<file path="config.mk">
export PLATFORM = sky130hd
export DESIGN_NAME = scic_control_flat
export DESIGN_NICKNAME = d
export VERILOG_FILES = /design/src/rtl/scic_control_if.sv /design/src/rtl/scic_control.sv /design/src/flat_wrapper.sv
export SDC_FILE = /design/constraint.sdc
export NUM_CORES = 1
export LEC_CHECK = 0
export BUFFER_PORTS_ARGS = -buffer_cell sky130_fd_sc_hd__buf_2
export CORE_MARGIN = 1
export CORE_UTILIZATION = 45
export CTS_CLUSTER_SIZE = 10
export DETAILED_ROUTE_END_ITERATION = 6
export PLACE_DENSITY = 0.79
export SETUP_SLACK_MARGIN = 0.15
export SYNTH_ARGS = -nofsm -noshare
export SYNTH_HDL_FRONTEND = slang
export SYNTH_SLANG_ARGS = --single-unit
</file>
<file path="constraint.sdc">
create_clock -name clock -period 4.65 [get_ports clock]
set_input_delay 0 -clock clock [delete_from_list [all_inputs] [get_ports clock]]
set_output_delay 0 -clock clock [all_outputs]
set_load 0.01 [all_outputs]
</file>
<file path="src/rtl/scic_control_if.sv">
// scic_control_if: control/datapath/memory bundle for the SCIC sequencer.
// master = sequencer side (drives strobes), slave = datapath/memory side.
interface scic_control_if #(
  parameter int OPCODE_WIDTH = 4
);
  logic [OPCODE_WIDTH-1:0] opcode;
  logic                    ac_zero;
  logic                    ac_neg;
  logic                    mem_ready;
  logic                    mem_read;
  logic                    mem_write;
  logic                    addr_sel;
  logic                    ir_load;
  logic                    pc_inc;
  logic                    pc_load;
  logic                    ac_load;
  logic [1:0]              ac_src;
  logic                    alu_op;
  logic                    io_read;
  logic                    io_write;

  modport master (
    input  opcode, ac_zero, ac_neg, mem_ready,
    output mem_read, mem_write, addr_sel, ir_load, pc_inc, pc_load,
           ac_load, ac_src, alu_op, io_read, io_write
  );

  modport slave (
    output opcode, ac_zero, ac_neg, mem_ready,
    input  mem_read, mem_write, addr_sel, ir_load, pc_inc, pc_load,
           ac_load, ac_src, alu_op, io_read, io_write
  );
endinterface

</file>
<file path="src/rtl/scic_control.sv">
// scic_control: multi-cycle fetch/decode/execute sequencer for the SCIC core.
// Issues datapath strobes, waits on mem_ready, aborts stalled memory accesses
// with a sticky bus_error, counts retired instructions and stops on HALT.
// Optional macro SCIC_CTRL_SINGLE_STEP_EN adds a step input and a STEP_WAIT
// state that parks the core after every retired instruction.
module scic_control #(
  parameter int OPCODE_WIDTH   = 4,
  parameter int TIMEOUT_CYCLES = 16,
  parameter int COUNT_WIDTH    = 16
) (
  input  logic                   clock,
  input  logic                   reset,
`ifdef SCIC_CTRL_SINGLE_STEP_EN
  input  logic                   step,
`endif
  scic_control_if.master         bus,
  output logic                   halted,
  output logic                   bus_error,
  output logic [COUNT_WIDTH-1:0] instr_count,
  output logic [2:0]             state
);

  localparam int WAIT_W = (TIMEOUT_CYCLES > 1) ? $clog2(TIMEOUT_CYCLES) : 1;

  localparam logic [OPCODE_WIDTH-1:0] OP_LOAD  = OPCODE_WIDTH'(0);
  localparam logic [OPCODE_WIDTH-1:0] OP_STORE = OPCODE_WIDTH'(1);
  localparam logic [OPCODE_WIDTH-1:0] OP_ADD   = OPCODE_WIDTH'(2);
  localparam logic [OPCODE_WIDTH-1:0] OP_SUB   = OPCODE_WIDTH'(3);
  localparam logic [OPCODE_WIDTH-1:0] OP_BRA   = OPCODE_WIDTH'(4);
  localparam logic [OPCODE_WIDTH-1:0] OP_BRZ   = OPCODE_WIDTH'(5);
  localparam logic [OPCODE_WIDTH-1:0] OP_BRN   = OPCODE_WIDTH'(6);
  localparam logic [OPCODE_WIDTH-1:0] OP_IN    = OPCODE_WIDTH'(7);
  localparam logic [OPCODE_WIDTH-1:0] OP_OUT   = OPCODE_WIDTH'(8);
  localparam logic [OPCODE_WIDTH-1:0] OP_HALT  = OPCODE_WIDTH'(15);

  typedef enum logic [2:0] {
    S_RST       = 3'd0,
    S_FETCH     = 3'd1,
    S_DECODE    = 3'd2,
    S_EXECUTE   = 3'd3,
`ifdef SCIC_CTRL_SINGLE_STEP_EN
    S_HALT      = 3'd4,
    S_STEP_WAIT = 3'd5
`else
    S_HALT      = 3'd4
`endif
  } state_t;

  state_t                  state_q, state_d;
  logic [OPCODE_WIDTH-1:0] op_q;
  logic [WAIT_W-1:0]       wait_cnt;

  logic       mem_read, mem_write, addr_sel, ir_load, pc_inc, pc_load;
  logic       ac_load, alu_op, io_read, io_write;
  logic [1:0] ac_src;
  logic       waiting;
  logic       timeout_now;
  logic       retire;
  logic       abort;

  // The access has run out of patience when this low-ready cycle is the last allowed one
  always_comb begin
    timeout_now = 1'b0;
    if (TIMEOUT_CYCLES != 0 && !bus.mem_ready &&
        wait_cnt == WAIT_W'(TIMEOUT_CYCLES - 1))
      timeout_now = 1'b1;
  end

  // Next-state and strobe decode; strobes are Mealy on mem_ready for memory ops
  always_comb begin
    state_d   = state_q;
    mem_read  = 1'b0;
    mem_write = 1'b0;
    addr_sel  = 1'b0;
    ir_load   = 1'b0;
    pc_inc    = 1'b0;
    pc_load   = 1'b0;
    ac_load   = 1'b0;
    ac_src    = 2'b00;
    alu_op    = 1'b0;
    io_read   = 1'b0;
    io_write  = 1'b0;
    waiting   = 1'b0;
    retire    = 1'b0;
    abort     = 1'b0;
    case (state_q)
      S_RST: state_d = S_FETCH;
      S_FETCH: begin
        mem_read = 1'b1;
        waiting  = 1'b1;
        if (bus.mem_ready) begin
          ir_load = 1'b1;
          pc_inc  = 1'b1;
          state_d = S_DECODE;
        end
      end
      S_DECODE: state_d = S_EXECUTE;
      S_EXECUTE: begin
        case (op_q)
          OP_LOAD: begin
            mem_read = 1'b1;
            addr_sel = 1'b1;
            waiting  = 1'b1;
            if (bus.mem_ready) begin
              ac_load = 1'b1;
              ac_src  = 2'b01;
              retire  = 1'b1;
            end
          end
          OP_STORE: begin
            mem_write = 1'b1;
            addr_sel  = 1'b1;
            waiting   = 1'b1;
            retire    = bus.mem_ready;
          end
          OP_ADD, OP_SUB: begin
            mem_read = 1'b1;
            addr_sel = 1'b1;
            waiting  = 1'b1;
            if (bus.mem_ready) begin
              ac_load = 1'b1;
              alu_op  = (op_q == OP_SUB);
              retire  = 1'b1;
            end
          end
          OP_BRA: begin
            pc_load = 1'b1;
            retire  = 1'b1;
          end
          OP_BRZ: begin
            pc_load = bus.ac_zero;
            retire  = 1'b1;
          end
          OP_BRN: begin
            pc_load = bus.ac_neg;
            retire  = 1'b1;
          end
          OP_IN: begin
            io_read = 1'b1;
            ac_load = 1'b1;
            ac_src  = 2'b10;
            retire  = 1'b1;
          end
          OP_OUT: begin
            io_write = 1'b1;
            retire   = 1'b1;
          end
          OP_HALT: state_d = S_HALT;
          default: retire = 1'b1;
        endcase
        if (retire) begin
`ifdef SCIC_CTRL_SINGLE_STEP_EN
          state_d = S_STEP_WAIT;
`else
          state_d = S_FETCH;
`endif
        end
      end
      S_HALT: state_d = S_HALT;
`ifdef SCIC_CTRL_SINGLE_STEP_EN
      S_STEP_WAIT: if (step) state_d = S_FETCH;
`endif
      default: state_d = S_RST;
    endcase
    if (waiting && timeout_now) begin
      abort   = 1'b1;
      state_d = S_HALT;
    end
  end

  // State, decoded opcode, wait counter, sticky error and retire counter
  always_ff @(posedge clock or negedge reset) begin
    if (!reset) begin
      state_q     <= S_RST;
      op_q        <= '0;
      wait_cnt    <= '0;
      bus_error   <= 1'b0;
      instr_count <= '0;
    end else begin
      state_q <= state_d;
      if (state_q == S_DECODE)
        op_q <= bus.opcode;
      if (TIMEOUT_CYCLES != 0 && waiting && !bus.mem_ready && state_d == state_q)
        wait_cnt <= wait_cnt + WAIT_W'(1);
      else
        wait_cnt <= '0;
      if (abort)
        bus_error <= 1'b1;
      if (retire)
        instr_count <= instr_count + COUNT_WIDTH'(1);
    end
  end

  assign bus.mem_read  = mem_read;
  assign bus.mem_write = mem_write;
  assign bus.addr_sel  = addr_sel;
  assign bus.ir_load   = ir_load;
  assign bus.pc_inc    = pc_inc;
  assign bus.pc_load   = pc_load;
  assign bus.ac_load   = ac_load;
  assign bus.ac_src    = ac_src;
  assign bus.alu_op    = alu_op;
  assign bus.io_read   = io_read;
  assign bus.io_write  = io_write;

  assign halted = (state_q == S_HALT);
  assign state  = state_q;

endmodule
</file>
<file path="src/flat_wrapper.sv">
// flat-port wrapper written by rule: the top's interface ports become plain ports
module scic_control_flat 
#(
  parameter int OPCODE_WIDTH   = 4,
  parameter int TIMEOUT_CYCLES = 16,
  parameter int COUNT_WIDTH    = 16
)
  (clock, reset, halted, bus_error, instr_count, state, bus_opcode, bus_ac_zero, bus_ac_neg, bus_mem_ready, bus_mem_read, bus_mem_write, bus_addr_sel, bus_ir_load, bus_pc_inc, bus_pc_load, bus_ac_load, bus_ac_src, bus_alu_op, bus_io_read, bus_io_write);
  scic_control_if #(.OPCODE_WIDTH(OPCODE_WIDTH)) bus_i ();
  input  logic clock;
  input  logic reset;
  output logic halted;
  output logic bus_error;
  output logic [COUNT_WIDTH-1:0] instr_count;
  output logic [2:0] state;
  input wire logic [$bits(bus_i.opcode)-1:0] bus_opcode;
  input wire logic [$bits(bus_i.ac_zero)-1:0] bus_ac_zero;
  input wire logic [$bits(bus_i.ac_neg)-1:0] bus_ac_neg;
  input wire logic [$bits(bus_i.mem_ready)-1:0] bus_mem_ready;
  output wire logic [$bits(bus_i.mem_read)-1:0] bus_mem_read;
  output wire logic [$bits(bus_i.mem_write)-1:0] bus_mem_write;
  output wire logic [$bits(bus_i.addr_sel)-1:0] bus_addr_sel;
  output wire logic [$bits(bus_i.ir_load)-1:0] bus_ir_load;
  output wire logic [$bits(bus_i.pc_inc)-1:0] bus_pc_inc;
  output wire logic [$bits(bus_i.pc_load)-1:0] bus_pc_load;
  output wire logic [$bits(bus_i.ac_load)-1:0] bus_ac_load;
  output wire logic [$bits(bus_i.ac_src)-1:0] bus_ac_src;
  output wire logic [$bits(bus_i.alu_op)-1:0] bus_alu_op;
  output wire logic [$bits(bus_i.io_read)-1:0] bus_io_read;
  output wire logic [$bits(bus_i.io_write)-1:0] bus_io_write;
  assign bus_i.opcode = bus_opcode;
  assign bus_i.ac_zero = bus_ac_zero;
  assign bus_i.ac_neg = bus_ac_neg;
  assign bus_i.mem_ready = bus_mem_ready;
  assign bus_mem_read = bus_i.mem_read;
  assign bus_mem_write = bus_i.mem_write;
  assign bus_addr_sel = bus_i.addr_sel;
  assign bus_ir_load = bus_i.ir_load;
  assign bus_pc_inc = bus_i.pc_inc;
  assign bus_pc_load = bus_i.pc_load;
  assign bus_ac_load = bus_i.ac_load;
  assign bus_ac_src = bus_i.ac_src;
  assign bus_alu_op = bus_i.alu_op;
  assign bus_io_read = bus_i.io_read;
  assign bus_io_write = bus_i.io_write;
  scic_control #(.OPCODE_WIDTH(OPCODE_WIDTH), .TIMEOUT_CYCLES(TIMEOUT_CYCLES), .COUNT_WIDTH(COUNT_WIDTH)) u_core (.clock(clock), .reset(reset), .bus(bus_i), .halted(halted), .bus_error(bus_error), .instr_count(instr_count), .state(state));
endmodule
</file>
==> summary.txt, run 1 <==
Clock tree
  – Sink Count: 28
  – Clock Path Buffers: 2
  – CTS root buffer: clkbuf_4
  – Setup bufs post-CTS: 0
  – CTS resizes: 0
  – H-tree levels: 1
  – Clock insertion delay at the later pin of the skew report: 320 ps
  – CTS tree: yes
  – CTS Buf Count: 3
  – Cts-stage hold buffer count: 5
  – Clock transition at the registers of the reported paths: 150 ps

Setup path
  – Critical path required time: 4880 ps
  – Critical path data arrival time: 2050 ps
  – Worst r2r src: u_core.op_q[2]
  – Kind of critical path: reg -> reg
  – R2R cell count: 4
  – Crit. Startpoint: u_core.op_q[2]
  – Worst-path maximum fanout: 8
  – Startpoint Class: register
  – FF-to-FF setup slack: 2830 ps
  – R2r endpoint: u_core.instr_count[13]
  – Setup crit end kind: register

Floorplanning
  – Core Box Area: 3030 µm²
  – Die height: 58.2 µm
  – # IOs: 42
  – Initial core utilization: 46.9%
  – Die X-Extent: 58.2 µm
  – Die area: 3390 µm²
  – Row Count: 20

Min path
  – Hold Path Sink: u_core.state[1]
  – Worst hold start: bus_mem_ready
  – Min-Delay Path Class: in -> reg
  – Hold path cells: 3

Global route
  – Remaining global-route overflow: 0
  – Largest net degree at the start of global routing: 29
  – Global-route wire length before repair: 5.04 mm
  – Total global-route track usage: 19.2%
  – Vias in the first global route: 1227
  – Initial antenna violation count: 0

Synthesis
  – Async SR Flop Fraction: 100%
  – Seq/Total Area, Yosys: 49.3%
  – Post-synth cell types: 32
  – Post-synth top flop: dfrtp_1
  – Post-synthesis register bit count: 28
  – Syn_nets: 149
  – Yosys warnings: 0
  – Post-Synthesis Cells: 138
  – Post-synth EDFFs: 0
  – Mean area per synthesized cell: 10.3 µm²
  – Post-Syn Area: 1420 µm²

Route
  – Number of vias per cell: 5.21
  – Wire length per cell: 12.5 µm
  – DRT antenna net count: 0
  – Iteration-0 DRC Markers: 23
  – DRT Wirelength: 2.86 mm
  – DR DRC count: 0
  – DR pass1 iterations: 4
  – Via count: 1189

Pwr
  – VDD IR max: 0.251 mV
  – Pwr Density: 481 nW/µm²
  – P_leak: 0.000853 µW

Status
  – Status: complete, no violations

Timing
  – Slew headroom: 55.5%
  – Max Freq: 549 MHz
  – Slew Limit Fails: 0
  – Final Skew: 9.99 ps
  – Final Cycle Share: 39.2%
  – RSZ-0062 raised after global routing: false
  – Worst-Margin Slew: 662 ps
  – Setup TNS: 0 ps
  – Final Hold Fails: 0
  – Final setup viols: 0
  – Min cycle time layout: 1820 ps

Final layout
  – Commonest cells after routing, fill and taps aside: buf_2 (41), dfrtp_1 (28), nand2_1 (13)
  – Share of cells above drive strength 1: 28.3%
  – Storage cell area: 701 µm²
  – Layout fillers: 280
  – Leading cell type in the layout, fill and taps excluded: buf_2
  – Antenna diode count: 0
  – Multi-input logic area: 687 µm²
  – P&R area growth vs syn: 21.8%
  – Final Util: 57.2%
  – # nets final: 197

Placement
  – Post-DP HPWL: 2.13 mm
  – # port buffers: 41
  – GPL Wtd Cong: 0.805

Job
  – Max-Cap Viols: 0
## synthesized netlist by cell type, drive strengths merged (3+ instances only)
cell	instances	area (µm²)
dfrtp	28	701
nand2	13	48.8
nor2	12	45.0
xnor2	10	87.6
nor3	9	45.0
a21oi	6	30.0
nand2b	6	37.5
nand3	6	30.0
nand4	6	37.5
xor2	6	52.6
and3	5	31.3
mux2	4	45.0
buf	3	22.5
inv	3	11.3
nor4	3	40.0
o21ai	3	15.0
## area by class of cell
class | instances | share of cell area [%]
Multi-Input combinational cell | 104 | 39.7
Inverter | 3 | 0.650
Tap cell | 44 | 3.18
Sequential cell | 28 | 40.5
Clock buffer | 3 | 1.30
Timing Repair Buffer | 46 | 14.7
## per-layer routing
| metal | vias up | part of all wire, % | GRT usage (%) |
|---|---|---|---|
| li1 | 580 | - | - |
| met1 | 566 | 46 | 23.5 |
| met2 | 39 | 48 | 35.0 |
| met3 | 4 | 4.7 | 3.13 |
| met4 | 0 | 1.0 | 5.10 |
| met5 | - | 0 | 0 |
## per-stage QoR
step	setup slack, ps	power [µW]	hold WS, ps	instance area, µm²	instances
floorplan	3000	628	-296	1420	138
CTS	2820	838	62.1	1730	228
global placement	2900	723	48.5	1660	220
finish	2830	832	78.0	1730	228
detailed placement	2840	737	54.1	1660	220
global route	2660	901	76.3	1730	228
## worst max-delay path by stage
stage | cells after the start | slack (ps) | endpoint
2_1_floorplan | 5 | 3000 | u_core.instr_count[14]
3_3_place_gp | 4 | 2900 | u_core.instr_count[13]
3_5_place_dp | 4 | 2840 | u_core.instr_count[15]
4_1_cts | 4 | 2820 | u_core.instr_count[15]
5_1_grt | 4 | 2660 | u_core.instr_count[11]
6_report | 4 | 2830 | u_core.instr_count[13]
## power by group
group          leakage, µW  switching, µW  internal, µW
Sequential        0.000355           92.1           306
Combinational     0.000484            182           155
Clock            0.0000138           67.1          30.3
Total             0.000853            342           491
## worst max-delay path, cell delays in order (launching register included)
cell and delay, ps:
dfrtp_1 470, and4_1 290, nor4_2 580, nand4_1 220, xnor2_1 170
## registers in the layout, summed over array words and instances, names as in the netlist
name                count
u_core.bus_error        1
u_core.instr_count     16
u_core.op_q             4
u_core.state            3
u_core.wait_cnt         4
## kinds of logic (layout without fill, tap and decap cells)
kind of cell             count (synthesis)  in the layout  synth area share [%]
buffers and inverters                    6             52                  2.38
XOR/XNOR                                16             16                  9.86
AND/OR/NAND/NOR                         72             72                  29.7
flip-flops                              28             28                  49.3
multiplexers                             4              4                  3.17
adder cells (fa/ha/maj)                  2              2                  1.76
AO/OA/AOI/OAI                           10             10                  3.87
Note: power is estimated with default switching activity, not from simulation.
==> run 2: changes to the inputs <==
--- a/config.mk
+++ b/config.mk
@@ -5,12 +5,13 @@
 export SDC_FILE = /design/constraint.sdc
 export NUM_CORES = 1
 export LEC_CHECK = 0
+export ABC_AREA = 1
 export BUFFER_PORTS_ARGS = -buffer_cell sky130_fd_sc_hd__buf_2
 export CORE_MARGIN = 1
 export CORE_UTILIZATION = 45
 export CTS_CLUSTER_SIZE = 10
 export DETAILED_ROUTE_END_ITERATION = 6
-export PLACE_DENSITY = 0.79
+export PLACE_DENSITY = 0.8
 export SETUP_SLACK_MARGIN = 0.15
 export SYNTH_ARGS = -nofsm -noshare
 export SYNTH_HDL_FRONTEND = slang
==> constraint.sdc (replaced) <==
create_clock -name clock -period 1.45 [get_ports clock]
set_input_delay 0 -clock clock [delete_from_list [all_inputs] [get_ports clock]]
set_output_delay 0 -clock clock [all_outputs]
set_load 0.01 [all_outputs]
==> summary.txt, run 2 <==
Final layout
  – Commonest cells after routing, fill and taps aside: nand2_1 (40), buf_2 (40), nor2_1 (31)
  – P&R area growth vs syn: 54.2%
  – Biggest register: u_core.instr_count
  – # nets final: 304
  – Share of cells above drive strength 1: 46.6%
  – Max FFs per register: 16
  – Antenna diode count: 0
  – Layout fillers: 206
  – Leading registers by flop count: u_core.instr_count x16, u_core.op_q x4, u_core.wait_cnt x4
  – Final Util: 73.2%

Synthesis
  – Async SR Flop Fraction: 100%
  – Top cell type's share of synthesized area: 43.5%
  – Syn_nets: 224
  – Post-Synthesis Cells: 213
  – Yosys top cell by area: dfrtp_1
  – Most common cell in the netlist: nand2_1
  – Post-synth cell types: 27
  – Post-synthesis register bit count: 28
  – Yosys warnings: 0
  – Post-synth top cells: nand2_1 (58), nor2_1 (38), dfrtp_1 (28)
  – Post-synth EDFFs: 0
  – Synth top area cells: dfrtp_1 (44%), nand2_1 (14%), nor2_1 (8.9%)
  – Post-Syn Area: 1610 µm²
  – Seq/Total Area, Yosys: 43.5%
  – Mean area per synthesized cell: 7.56 µm²
  – Post-synth top flop: dfrtp_1

Setup path
  – R2r endpoint: u_core.instr_count[8]
  – Kind of critical path: reg -> reg
  – CP max stage cell: dfrtp_2
  – Critical Path, Cell by Cell: inv_4 -> nand3_4 -> buf_12 -> nor2_4 -> buf_4 -> buf_4 -> nand4_1 -> xnor2_1
  – FF-to-FF setup slack: -120 ps
  – Worst r2r src: u_core.state[2]
  – Worst-path maximum fanout: 4
  – WP buf/inv: 4
  – Critical path required time: 1720 ps
  – Crit-path max cell delay: 460 ps
  – R2R cell count: 8
  – Setup crit end kind: register
  – Critical path data arrival time: 1840 ps
  – Startpoint Class: register
  – Crit path top cell by count: buf_4
  – CP top delay family: buffers and inverters

Placement
  – GPL Wtd Cong: 0.838
  – Post-DP HPWL: 2.64 mm
  – # port buffers: 41

Floorplanning
  – Initial core utilization: 47.5%
  – Die height: 61.8 µm
  – # IOs: 42
  – Row Count: 21
  – Die area: 3820 µm²
  – Die X-Extent: 61.8 µm
  – Core Box Area: 3390 µm²

Min path
  – Hold path cells: 4
  – Hold Path Sink: u_core.state[2]
  – Min-Delay Path Class: in -> reg
  – Worst hold start: bus_mem_ready

Timing
  – Setup slack after layout: -118 ps
  – Final Hold Fails: 0
  – Min cycle time layout: 1570 ps
  – Final Skew: 12.2 ps
  – Min Hold Slack: 24.9 ps
  – Worst-Margin Slew: 628 ps
  – Slew Limit Fails: 0
  – Max Freq: 638 MHz
  – Final setup viols: 10
  – Final Cycle Share: 108%
  – RSZ-0062 raised after global routing: true
  – Slew headroom: 58.1%

Global route
  – Remaining global-route overflow: 0
  – Global-route wire length before repair: 6.78 mm
  – Initial antenna violation count: 0
  – Total global-route track usage: 24.3%
  – Largest net degree at the start of global routing: 29
  – Vias in the first global route: 1533

Pwr
  – VDD IR max: 0.778 mV
  – Pwr Density: 1820 nW/µm²
  – P_leak: 0.00128 µW

Clock tree
  – Clock transition at the registers of the reported paths: 170 ps
  – Sink Count: 28
  – CTS root buffer: clkbuf_4
  – CTS Buf Count: 3
  – Clock Path Buffers: 2
  – H-tree levels: 1
  – CTS tree: yes
  – Clock insertion delay at the later pin of the skew report: 340 ps

Job
  – Max-Cap Viols: 0

Route
  – Wire length per cell: 15.3 µm
  – DR pass1 iterations: 4
  – DR DRC count: 0
  – Via count: 1821
  – Number of vias per cell: 5.39
  – DRT antenna net count: 0
  – Iteration-0 DRC Markers: 197
  – DRT Wirelength: 5.16 mm

Status
  – Status: finished, violations left
  – Failing checks: setup timing
[run 2: tightest hold or removal path, stage by stage]
cell     delay (ps)
buf_2           120
nor2_1           50
nand2_1          80
nand2_1          90
[run 2: cells by family (layout without fill, tap and decap cells)]
family                     after synthesis  count (layout)  share of synthesized area (%)
AOI/OAI and AO/OA                       17              17                           5.36
xor gates and xnor gates                13              13                           7.07
adders and majority gates                2               2                           1.55
and+or+nand+nor                        127             127                           35.4
DFF                                     28              28                           43.5
buffers and inverters                   26             105                           7.07
[run 2: through the flow]
| stage | cells | setup slack (ps) | instance area [µm²] | setup TNS [ps] | total power (µW) |
|---|---|---|---|---|---|
| floorplan | 213 | 144 | 1630 | 0 | 2300 |
| global placement | 298 | 69.5 | 1870 | 0 | 2690 |
| detailed placement | 298 | 7.99 | 1870 | 0 | 2730 |
| CTS | 323 | -10.5 | 2260 | -18.7 | 3920 |
| global route | 338 | -218 | 2480 | -1940 | 4750 |
| finish | 338 | -118 | 2480 | -334 | 4520 |
[run 2: report_power, final]
part / switching [µW] / leakage (µW) / internal (µW)
Combinational: 1470 / 0.000900 / 1150
Clock: 253 / 0.0000279 / 280
Sequential: 329 / 0.000355 / 1030
Total: 2060 / 0.00128 / 2460
[run 2: layout make-up]
cell class                 instances  area [µm²]  share of cell area [%]
sequential                        28         709                    28.6
inverter                          24         100                    4.03
timing repair buffer              75         533                    21.5
timing repair inverter             2        32.5                    1.31
tap                               46        57.6                    2.32
clock buffer                       3        22.5                   0.907
multi-input combinational        159         997                    40.2
clock inverter                     1        30.0                    1.21
[run 2: per-layer routing]
layer,track usage (%),up-vias,wire length [µm]
met4,7.94,0,204
met1,30.0,860,2030
li1,-,832,-
met3,3.93,26,387
met2,43.3,103,2540
met5,0,-,0
[run 2: worst max-delay path by stage]
stage	to	slack, ps	depth (start not counted)	from
after detailed placement	u_core.instr_count[4]	8	8	u_core.state[2]
final	u_core.instr_count[8]	-120	8	u_core.state[2]
after CTS	bus_ac_load	-10	6	u_core.state[2]
after global placement	u_core.instr_count[4]	70	8	u_core.state[2]
after floorplan	u_core.instr_count[4]	140	8	u_core.state[2]
after global routing	u_core.instr_count[14]	-220	8	u_core.instr_count[1]
[run 2: repair_timing]
item	4_1_cts	5_1_grt
setup buffers	14	14
gates cloned	2	0
hold buffers	5	1
endpoints found under the setup margin	29	40
hold endpoints to repair	32	2
resized for setup	52	29
pin swaps	16	14
==> run 3: changes to the inputs <==
--- a/config.mk
+++ b/config.mk
@@ -11,8 +11,10 @@
 export CORE_UTILIZATION = 45
 export CTS_CLUSTER_SIZE = 10
 export DETAILED_ROUTE_END_ITERATION = 6
+export MAX_ROUTING_LAYER = met4
 export PLACE_DENSITY = 0.8
 export SETUP_SLACK_MARGIN = 0.15
+export SKIP_CTS_REPAIR_TIMING = 1
 export SYNTH_ARGS = -nofsm -noshare
 export SYNTH_HDL_FRONTEND = slang
 export SYNTH_SLANG_ARGS = --single-unit
==> summary.txt, run 3 (same netlist as run 2, synthesis figures left out) <==
Timing
  – Slew Limit Fails: 0
  – Setup slack after layout: -155 ps
  – Final Cycle Share: 111%
  – Final Hold Fails: 0
  – Slew headroom: 58.0%
  – Final Skew: 7.29 ps
  – Min cycle time layout: 1610 ps
  – Worst-Margin Slew: 630 ps
  – Min Hold Slack: 24.6 ps
  – Max Freq: 623 MHz
  – RSZ-0062 raised after global routing: true
  – Final setup viols: 19

Setup path
  – Worst-path maximum fanout: 6
  – Critical path data arrival time: 1610 ps
  – FF-to-FF setup slack: -100 ps
  – Setup crit end kind: primary output
  – Startpoint Class: register
  – Critical path required time: 1450 ps
  – Worst r2r src: u_core.state[2]
  – R2r endpoint: u_core.instr_count[4]
  – Kind of critical path: reg -> out
  – R2R cell count: 9

Floorplanning
  – # IOs: 42
  – Row Count: 21
  – Core Box Area: 3390 µm²
  – Die X-Extent: 61.8 µm
  – Die height: 61.8 µm
  – Initial core utilization: 47.5%
  – Die area: 3820 µm²

Route
  – DRT Wirelength: 4.62 mm
  – Wire length per cell: 14.0 µm
  – DR DRC count: 0
  – DRT antenna net count: 0
  – Iteration-0 DRC Markers: 192
  – Via count: 1733
  – DR pass1 iterations: 5
  – Number of vias per cell: 5.24

Global route
  – Total global-route track usage: 19.8%
  – Remaining global-route overflow: 0
  – Largest net degree at the start of global routing: 29
  – Initial antenna violation count: 0
  – Global-route wire length before repair: 5.49 mm
  – Vias in the first global route: 1252

Final layout
  – Leading registers by flop count: u_core.instr_count x16, u_core.op_q x4, u_core.wait_cnt x4
  – P&R area growth vs syn: 46.6%
  – Finished Layout Cells: 331
  – # nets final: 297
  – Leading cell type in the layout, fill and taps excluded: nand2_1
  – Biggest register: u_core.instr_count
  – Antenna diode count: 0
  – Commonest cells after routing, fill and taps aside: nand2_1 (50), buf_2 (38), nor2_1 (35)
  – Max FFs per register: 16
  – Share of cells above drive strength 1: 41.4%

Min path
  – Hold Path Sink: u_core.wait_cnt[0]
  – Hold path cells: 4
  – Worst hold start: bus_mem_ready
  – Min-Delay Path Class: in -> reg

Pwr
  – Total power: 4150 µW
  – VDD IR max: 0.797 mV
  – Pwr Density: 1760 nW/µm²
  – P_leak: 0.00121 µW

Placement
  – Pre-CTS WS: 7.99 ps
  – Post-DP HPWL: 2.64 mm
  – GPL Wtd Cong: 0.850
  – # port buffers: 41
  – Dpl cells: 298

Clock tree
  – CTS root buffer: clkbuf_4
  – Clock transition at the registers of the reported paths: 150 ps
  – Clock insertion delay at the later pin of the skew report: 330 ps
  – H-tree levels: 1
  – CTS tree: yes
  – CTS Buf Count: 3
  – Sink Count: 28
  – Clock Path Buffers: 2

Job
  – Max-Cap Viols: 0

Status
  – Status: finished, violations left
  – Failing checks: setup timing
-- run 3: changes by cell type in the layout (fill, tap and decap cells not counted), moves of 2 or more --
cell,delta
dfrtp_1,-5
nand2_1,+10
buf_6,-3
dfrtp_2,+5
nor2_1,+4
nand2_2,-9
buf_2,-2
nor2_2,-4
-- run 3: final cells by class --
| cell class | count | area, µm² |
|---|---|---|
| Clock inverter | 1 | 30.0 |
| Clock buffer | 3 | 22.5 |
| Timing Repair inverter | 1 | 16.3 |
| Tap cell | 46 | 57.6 |
| Multi-Input combinational cell | 159 | 935 |
| Sequential cell | 28 | 716 |
| Inverter | 24 | 105 |
| Timing Repair Buffer | 69 | 479 |
| Fill cell | 227 | 1030 |
-- run 3: power breakdown --
group	switching [µW]	internal (µW)
Clock	232	280
Combinational	1280	1010
Sequential	312	1040
Total	1820	2320
-- run 3: worst max path at each step --
stage          slack (ps)               endpoint  depth (start not counted)       startpoint
2_1_floorplan         140  u_core.instr_count[4]                          8  u_core.state[2]
3_3_place_gp           70  u_core.instr_count[4]                          8  u_core.state[2]
3_5_place_dp            8  u_core.instr_count[4]                          8  u_core.state[2]
4_1_cts               -90          bus_ac_src[0]                          6  u_core.state[2]
5_1_grt              -230          bus_ac_src[0]                          6  u_core.state[2]
6_report             -160          bus_ac_src[0]                          6  u_core.state[2]
-- run 3: layer usage --
metal	global-route usage [%]	part of all wire, %	vias to the layer above	routed length, µm
met5	-	0	-	0
met4	5.71	3.3	0	151
met3	2.28	5.7	18	265
met2	31.8	50	89	2300
met1	26.5	41	807	1900
li1	-	-	819	-
-- run 3: worst max-delay path, cell delays in order (launching register included) --
cell and delay, ps:
dfrtp_2 470, inv_4 90, nand3_4 130, nor2_4 200, inv_2 90, nor3_2 140
buf_2 160
-- run 3: through the flow --
stage / util [%] / TNS [ps] / area (µm²)
2_1_floorplan: - / 0 / 1630
3_3_place_gp: 55.2 / 0 / 1870
3_5_place_dp: 55.2 / 0 / 1870
4_1_cts: 56.7 / -276 / 1920
5_1_grt: 69.7 / -3230 / 2360
6_report: 69.7 / -1130 / 2360
